$ cat src/rtl/lenet_pkg.sv
// Shared LeNet5 pipeline definitions: pixel width, row length and the
// ping-pong controller state encoding.
package lenet_pkg;

  localparam int PIX_W   = 10;
  localparam int ROW_LEN = 28;

  typedef enum logic [1:0] {
    FILL_1 = 2'd0,
    FILL_2 = 2'd1,
    WAIT_1 = 2'd2,
    WAIT_2 = 2'd3
  } pp_state_e;

  // Bank 2 is selected while filling it or while waiting for it to free up.
  function automatic logic sel_of(input pp_state_e s);
    logic r;
    case (s)
      FILL_1:  r = 1'b0;
      WAIT_1:  r = 1'b0;
      FILL_2:  r = 1'b1;
      WAIT_2:  r = 1'b1;
      default: r = 1'b0;
    endcase
    return r;
  endfunction

endpackage

$ cat src/rtl/demux_pingpong_ctrl_if.sv
// Stream, bank and release signals of the ping-pong controller.
// The slave modport is the controller; the master modport is its environment.
interface demux_pingpong_ctrl_if;

  logic [lenet_pkg::PIX_W-1:0] din;
  logic                        din_valid;
  logic                        din_ready;
  logic [lenet_pkg::PIX_W-1:0] dout_1;
  logic [lenet_pkg::PIX_W-1:0] dout_2;
  logic                        dout_valid_1;
  logic                        dout_valid_2;
  logic                        release_1;
  logic                        release_2;
  logic                        bank_full_1;
  logic                        bank_full_2;
  logic                        block_done;
  logic                        sel;

  modport slave (
    input  din, din_valid, release_1, release_2,
    output din_ready, dout_1, dout_2, dout_valid_1, dout_valid_2,
           bank_full_1, bank_full_2, block_done, sel
  );

  modport master (
    output din, din_valid, release_1, release_2,
    input  din_ready, dout_1, dout_2, dout_valid_1, dout_valid_2,
           bank_full_1, bank_full_2, block_done, sel
  );

endinterface

$ cat src/rtl/demux_pingpong_ctrl_demux.sv
// 1-to-2 demultiplexer for 10-bit pixels; the unselected output is driven to zero.
module demux_1_to_2_10bits
  import lenet_pkg::*;
(
  input  logic [PIX_W-1:0] din,
  input  logic             sel,
  output logic [PIX_W-1:0] dout_1,
  output logic [PIX_W-1:0] dout_2
);

  assign dout_1 = sel ? {PIX_W{1'b0}} : din;
  assign dout_2 = sel ? din : {PIX_W{1'b0}};

endmodule

$ cat src/rtl/demux_pingpong_ctrl.sv
// Ping-pong bank controller: counts accepted beats, alternates banks every
// BLOCK_LEN beats and stalls upstream while the next bank is still in use.
module demux_pingpong_ctrl
  import lenet_pkg::*;
#(
  parameter int DATA_W    = PIX_W,
  parameter int BLOCK_LEN = ROW_LEN
) (
  input  logic                  clk,
  input  logic                  rst_n,
  input  logic                  restart,
  demux_pingpong_ctrl_if.slave  bus
);

  localparam int              CNT_W    = $clog2(BLOCK_LEN);
  localparam logic [CNT_W-1:0] CNT_LAST = CNT_W'(BLOCK_LEN - 1);

  pp_state_e        state_q, state_d;
  logic [CNT_W-1:0] cnt_q, cnt_d;
  logic             bank_full_1_q, bank_full_1_d;
  logic             bank_full_2_q, bank_full_2_d;
  logic             sel_q, sel_d;
  logic             block_done_q, block_done_d;

  logic [DATA_W-1:0] din_s;
  logic              din_ready_s;
  logic              accept_s;
  logic              last_s;
  logic              full_1_kept_s;
  logic              full_2_kept_s;

  assign din_s         = bus.din;
  assign din_ready_s   = (state_q == FILL_1) || (state_q == FILL_2);
  assign accept_s      = bus.din_valid & din_ready_s;
  assign last_s        = accept_s & (cnt_q == CNT_LAST);
  // Full flags after this cycle's release; a release of an empty bank is a no-op.
  assign full_1_kept_s = bank_full_1_q & ~bus.release_1;
  assign full_2_kept_s = bank_full_2_q & ~bus.release_2;

  // Next-state, counter and full-flag logic; restart overrides everything.
  always_comb begin
    state_d       = state_q;
    cnt_d         = cnt_q;
    bank_full_1_d = full_1_kept_s;
    bank_full_2_d = full_2_kept_s;
    block_done_d  = last_s;
    if (restart) begin
      state_d       = FILL_1;
      cnt_d         = {CNT_W{1'b0}};
      bank_full_1_d = 1'b0;
      bank_full_2_d = 1'b0;
      block_done_d  = 1'b0;
    end else begin
      if (last_s) begin
        cnt_d = {CNT_W{1'b0}};
      end else if (accept_s) begin
        cnt_d = cnt_q + CNT_W'(1);
      end else begin
        cnt_d = cnt_q;
      end
      case (state_q)
        FILL_1: begin
          if (last_s) begin
            bank_full_1_d = 1'b1;
            state_d       = full_2_kept_s ? WAIT_2 : FILL_2;
          end else begin
            state_d = FILL_1;
          end
        end
        FILL_2: begin
          if (last_s) begin
            bank_full_2_d = 1'b1;
            state_d       = full_1_kept_s ? WAIT_1 : FILL_1;
          end else begin
            state_d = FILL_2;
          end
        end
        WAIT_1: begin
          if (!full_1_kept_s) begin
            state_d = FILL_1;
          end else begin
            state_d = WAIT_1;
          end
        end
        WAIT_2: begin
          if (!full_2_kept_s) begin
            state_d = FILL_2;
          end else begin
            state_d = WAIT_2;
          end
        end
        default: state_d = FILL_1;
      endcase
    end
    sel_d = sel_of(state_d);
  end

  // Controller state register.
  always_ff @(posedge clk or negedge rst_n) begin
    if (!rst_n) begin
      state_q       <= FILL_1;
      cnt_q         <= {CNT_W{1'b0}};
      bank_full_1_q <= 1'b0;
      bank_full_2_q <= 1'b0;
      sel_q         <= 1'b0;
      block_done_q  <= 1'b0;
    end else begin
      state_q       <= state_d;
      cnt_q         <= cnt_d;
      bank_full_1_q <= bank_full_1_d;
      bank_full_2_q <= bank_full_2_d;
      sel_q         <= sel_d;
      block_done_q  <= block_done_d;
    end
  end

  assign bus.din_ready    = din_ready_s;
  assign bus.dout_valid_1 = accept_s & (state_q == FILL_1);
  assign bus.dout_valid_2 = accept_s & (state_q == FILL_2);
  assign bus.bank_full_1  = bank_full_1_q;
  assign bus.bank_full_2  = bank_full_2_q;
  assign bus.block_done   = block_done_q;
  assign bus.sel          = sel_q;

  demux_1_to_2_10bits u_demux (
    .din    (din_s),
    .sel    (sel_q),
    .dout_1 (bus.dout_1),
    .dout_2 (bus.dout_2)
  );

endmodule

$ cat src/flat_wrapper.sv
// flat-port wrapper written by rule: the top's interface ports become plain ports
module demux_pingpong_ctrl_flat import lenet_pkg::*;
#(
  parameter int DATA_W    = PIX_W,
  parameter int BLOCK_LEN = ROW_LEN
)
  (clk, rst_n, restart, bus_din, bus_din_valid, bus_release_1, bus_release_2, bus_din_ready, bus_dout_1, bus_dout_2, bus_dout_valid_1, bus_dout_valid_2, bus_bank_full_1, bus_bank_full_2, bus_block_done, bus_sel);
  demux_pingpong_ctrl_if bus_i ();
  input  logic clk;
  input  logic rst_n;
  input  logic restart;
  input wire logic [$bits(bus_i.din)-1:0] bus_din;
  input wire logic [$bits(bus_i.din_valid)-1:0] bus_din_valid;
  input wire logic [$bits(bus_i.release_1)-1:0] bus_release_1;
  input wire logic [$bits(bus_i.release_2)-1:0] bus_release_2;
  output wire logic [$bits(bus_i.din_ready)-1:0] bus_din_ready;
  output wire logic [$bits(bus_i.dout_1)-1:0] bus_dout_1;
  output wire logic [$bits(bus_i.dout_2)-1:0] bus_dout_2;
  output wire logic [$bits(bus_i.dout_valid_1)-1:0] bus_dout_valid_1;
  output wire logic [$bits(bus_i.dout_valid_2)-1:0] bus_dout_valid_2;
  output wire logic [$bits(bus_i.bank_full_1)-1:0] bus_bank_full_1;
  output wire logic [$bits(bus_i.bank_full_2)-1:0] bus_bank_full_2;
  output wire logic [$bits(bus_i.block_done)-1:0] bus_block_done;
  output wire logic [$bits(bus_i.sel)-1:0] bus_sel;
  assign bus_i.din = bus_din;
  assign bus_i.din_valid = bus_din_valid;
  assign bus_i.release_1 = bus_release_1;
  assign bus_i.release_2 = bus_release_2;
  assign bus_din_ready = bus_i.din_ready;
  assign bus_dout_1 = bus_i.dout_1;
  assign bus_dout_2 = bus_i.dout_2;
  assign bus_dout_valid_1 = bus_i.dout_valid_1;
  assign bus_dout_valid_2 = bus_i.dout_valid_2;
  assign bus_bank_full_1 = bus_i.bank_full_1;
  assign bus_bank_full_2 = bus_i.bank_full_2;
  assign bus_block_done = bus_i.block_done;
  assign bus_sel = bus_i.sel;
  demux_pingpong_ctrl #(.DATA_W(DATA_W), .BLOCK_LEN(BLOCK_LEN)) u_core (.clk(clk), .rst_n(rst_n), .restart(restart), .bus(bus_i));
endmodule
$ cat config.mk
export PLATFORM = sky130hd
export DESIGN_NAME = demux_pingpong_ctrl_flat
export DESIGN_NICKNAME = d
export VERILOG_FILES = /design/src/rtl/lenet_pkg.sv /design/src/rtl/demux_pingpong_ctrl_if.sv /design/src/rtl/demux_pingpong_ctrl_demux.sv /design/src/rtl/demux_pingpong_ctrl.sv /design/src/flat_wrapper.sv
export SDC_FILE = /design/constraint.sdc
export NUM_CORES = 1
export LEC_CHECK = 0
export ABC_AREA = 1
export CORE_ASPECT_RATIO = 0.7
export CORE_MARGIN = 2
export CORE_UTILIZATION = 37
export CTS_CLUSTER_SIZE = 12
export DETAILED_ROUTE_END_ITERATION = 10
export GPL_TIMING_DRIVEN = 0
export PLACE_DENSITY = 0.79
export REMOVE_ABC_BUFFERS = 1
export SLEW_MARGIN = 20
export SYNTH_ARGS = -nofsm -noshare
export SYNTH_HDL_FRONTEND = slang
export SYNTH_SLANG_ARGS = --single-unit
$ cat constraint.sdc
create_clock -name clk -period 1.65 [get_ports clk]
set_clock_uncertainty 0.05 [all_clocks]
set_input_delay 0.2475 -clock clk [delete_from_list [all_inputs] [get_ports clk]]
set_output_delay 0.2475 -clock clk [all_outputs]
set_load 0.05 [all_outputs]
==> impl_metrics.ini <==
[route]
dr.pass1.iters = 4
post-route-drc-count = 0
drt_iter0_markers = 12
wirelength_mm = 2.09
final_antenna_net_count = 0
vias_per_cell = 4.43
wire_per_inst_um = 11.1
vias = 832

[finish]
fill_cells = 166
post-route-util_pct = 64.3
fin_nets = 184
num_antenna_cells = 0
instances_no_fill = 188
drive_above_1_share_pct = 25.3
areaGrowthSynthToFinish_pct = 63.4
finish.instance_area_um2 = 1200

[logic_synthesis]
syn_inst = 117
synth.distinct_cells = 17
yosysSeqAreaShare_pct = 34.0
synth_top_area_share_pct = 34.0
synth-warning-count = 0
avgSynthCellArea_um2 = 6.29
synthTopCellsByArea = dfrtp_1 (34%), inv_1 (17%), nand2_1 (11%)
synth_top_cell_by_area = dfrtp_1
synth_area_um2 = 736
ys_ff_latch = 10

[hold_path]
hold_path.class = primary input to async pin

[placement]
pre_cts_slack_ns = -0.684
dpl.hpwl_mm = 1.51
dp.cells = 178
gp_congestion = 0.749
io_buffers = 42
dpl_cell_area_um2 = 1170

[floorplan]
die_y_um = 41.3
rows = 13
pin_count = 43
start_util_pct = 39.3
dieArea_um2 = 2370
die_x_um = 57.3
core_um2 = 1870

[run]
maxCapViolations = 0

[timing]
fmax_ghz = 0.622
fin_crit_ns = 1.61
rsz0062_at_grt = true
fin_ws_ns = 0.0435
whs_ns = 0.232
fin_crit_sh_pct = 97.4
hold_viol_final = 0
report.final.slew_viol_count = 0
tns_ns = 0
slew_headroom_pct = 66.4
tightest_slew_ns = 0.505
setup_violations = 0

[clock_network]
ctsHoldBuffers = 0
cts-htree-levels = 1
max-clock-path-buffers = 2
path_clk_slew_ns = 0.07
clockRootBuffer = clkbuf_4
cts_tree = yes
clkLatencyLatePin_ns = 0.27
cts_buffers = 3
cts_sinks = 10

[power]
clkPwrFrac_pct = 34.6
combPwrFrac_pct = 25.7
seqPwrFrac_pct = 39.7
ir_drop_mv = 0.491
p_leak_nw = 0.743
p_total_uw = 644
p_int_uw = 452
power_density_nw_per_um2 = 536
p_sw_uw = 192
switching_share_pct = 29.8

[global_routing]
grt-ovfl-total = 0
antenna_found_initial = 0
grt_max_degree = 27
grt_pass1_vias = 621
grt_pass1_wl_mm = 2.88
grt.total_usage_pct = 16.7

[run_status]
outcome = finished clean

[critical_path]
crit_type = flop to primary output
cp.arrival_ns = 1.31
r2r_cells = 6
cp-start-kind = flop
critPathRequiredTime_ns = 1.35
cp_max_fo = 7
worstSetupEndpointType = primary output
## cell usage after synthesis, drive strengths merged
| library cell | count |
|---|---|
| dfrtp | 10 |
| ha | 1 |
| a21oi | 4 |
| buf | 2 |
| nor2 | 23 |
| inv | 34 |
| xor2 | 1 |
| nor3 | 1 |
| a31oi | 1 |
| nand2 | 26 |
| o21ai | 3 |
| clkbuf | 1 |
| nand3 | 10 |
## layout by cell type (no fill, tap or decap), types with 3 or more instances in the layout
| cell | n |
|---|---|
| nor2_1 | 20 |
| buf_2 | 7 |
| clkdlybuf4s50_1 | 15 |
| dfrtp_1 | 9 |
| inv_1 | 33 |
| clkbuf_4 | 8 |
| a21oi_1 | 4 |
| nor2_4 | 3 |
| buf_6 | 6 |
| nand2_1 | 22 |
| nand3_1 | 10 |
| buf_4 | 10 |
| dlygate4sd2_1 | 3 |
| o21ai_0 | 3 |
## routing by layer
layer	global-route usage [%]	wire, um	vias up
met1	21.1	969	378
li1	-	-	438
met4	3.49	14	0
met5	0	0	-
met2	29.6	1050	14
met3	4.63	55	2
## kinds of logic after synthesis
logic type | after synthesis | share of synthesized area [%]
simple gates | 60 | 38.3
buf+inv | 37 | 19.2
flops | 10 | 34.0
compound gates | 8 | 5.61
xor+xnor | 1 | 1.19
fa+ha+maj | 1 | 1.70
## power groups by stage
| stage | Sequential, mW | Combinational (mW) | Clock [mW] |
|---|---|---|---|
| CTS | 0.256 | 0.154 | 0.227 |
| floorplan | 0.260 | 0.0866 | 0 |
| global route | 0.256 | 0.178 | 0.243 |
| finish | 0.256 | 0.166 | 0.223 |
| global placement | 0.260 | 0.161 | 0 |
| detailed placement | 0.260 | 0.164 | 0 |
## final timing paths
kind | start | endpoint | slack, ns
hold reg to reg | u_core.cnt_q[0] | u_core.cnt_q[0] | 0.48
hold / removal | rst_n | u_core.state_q[0] | 0.23
setup / recovery | u_core.state_q[0] | bus_dout_2[5] | 0.04
setup reg to reg | u_core.cnt_q[0] | u_core.cnt_q[0] | 0.36
min in group clk | u_core.cnt_q[0] | u_core.cnt_q[0] | 0.48
max in group asynchronous | rst_n | u_core.state_q[0] | 0.98
## critical path: stages, from the launching register on
cell and delay [ns]:
dfrtp_4 0.47, buf_2 0.19, nand2_1 0.06, inv_1 0.05
buf_2 0.25
## flip-flops by register name, indices dropped and copies added (netlist names)
register	flops
u_core.state_q	2
u_core.bus.bank_full_1	1
u_core.cnt_q	5
u_core.bus.bank_full_2	1
u_core.bus.block_done	1
## layout make-up
type	count	area (um^2)	area share, %
clock buffers	4	36.3	3.02
inverters	34	128	10.6
multi-input cells	70	344	28.6
flip-flops and latches	10	254	21.1
well taps	22	27.5	2.29
repair buffers	48	413	34.3
## timing repair
action                                  in CTS  in global routing
hold endpoints to repair                     0                  0
gates resized for setup                    122                 30
endpoints found under the setup margin      27                  6
pin swaps                                    1                  0
cloned                                       0                  0
buffers inserted                             1                  5
Note: power is estimated with default switching activity, not from simulation.
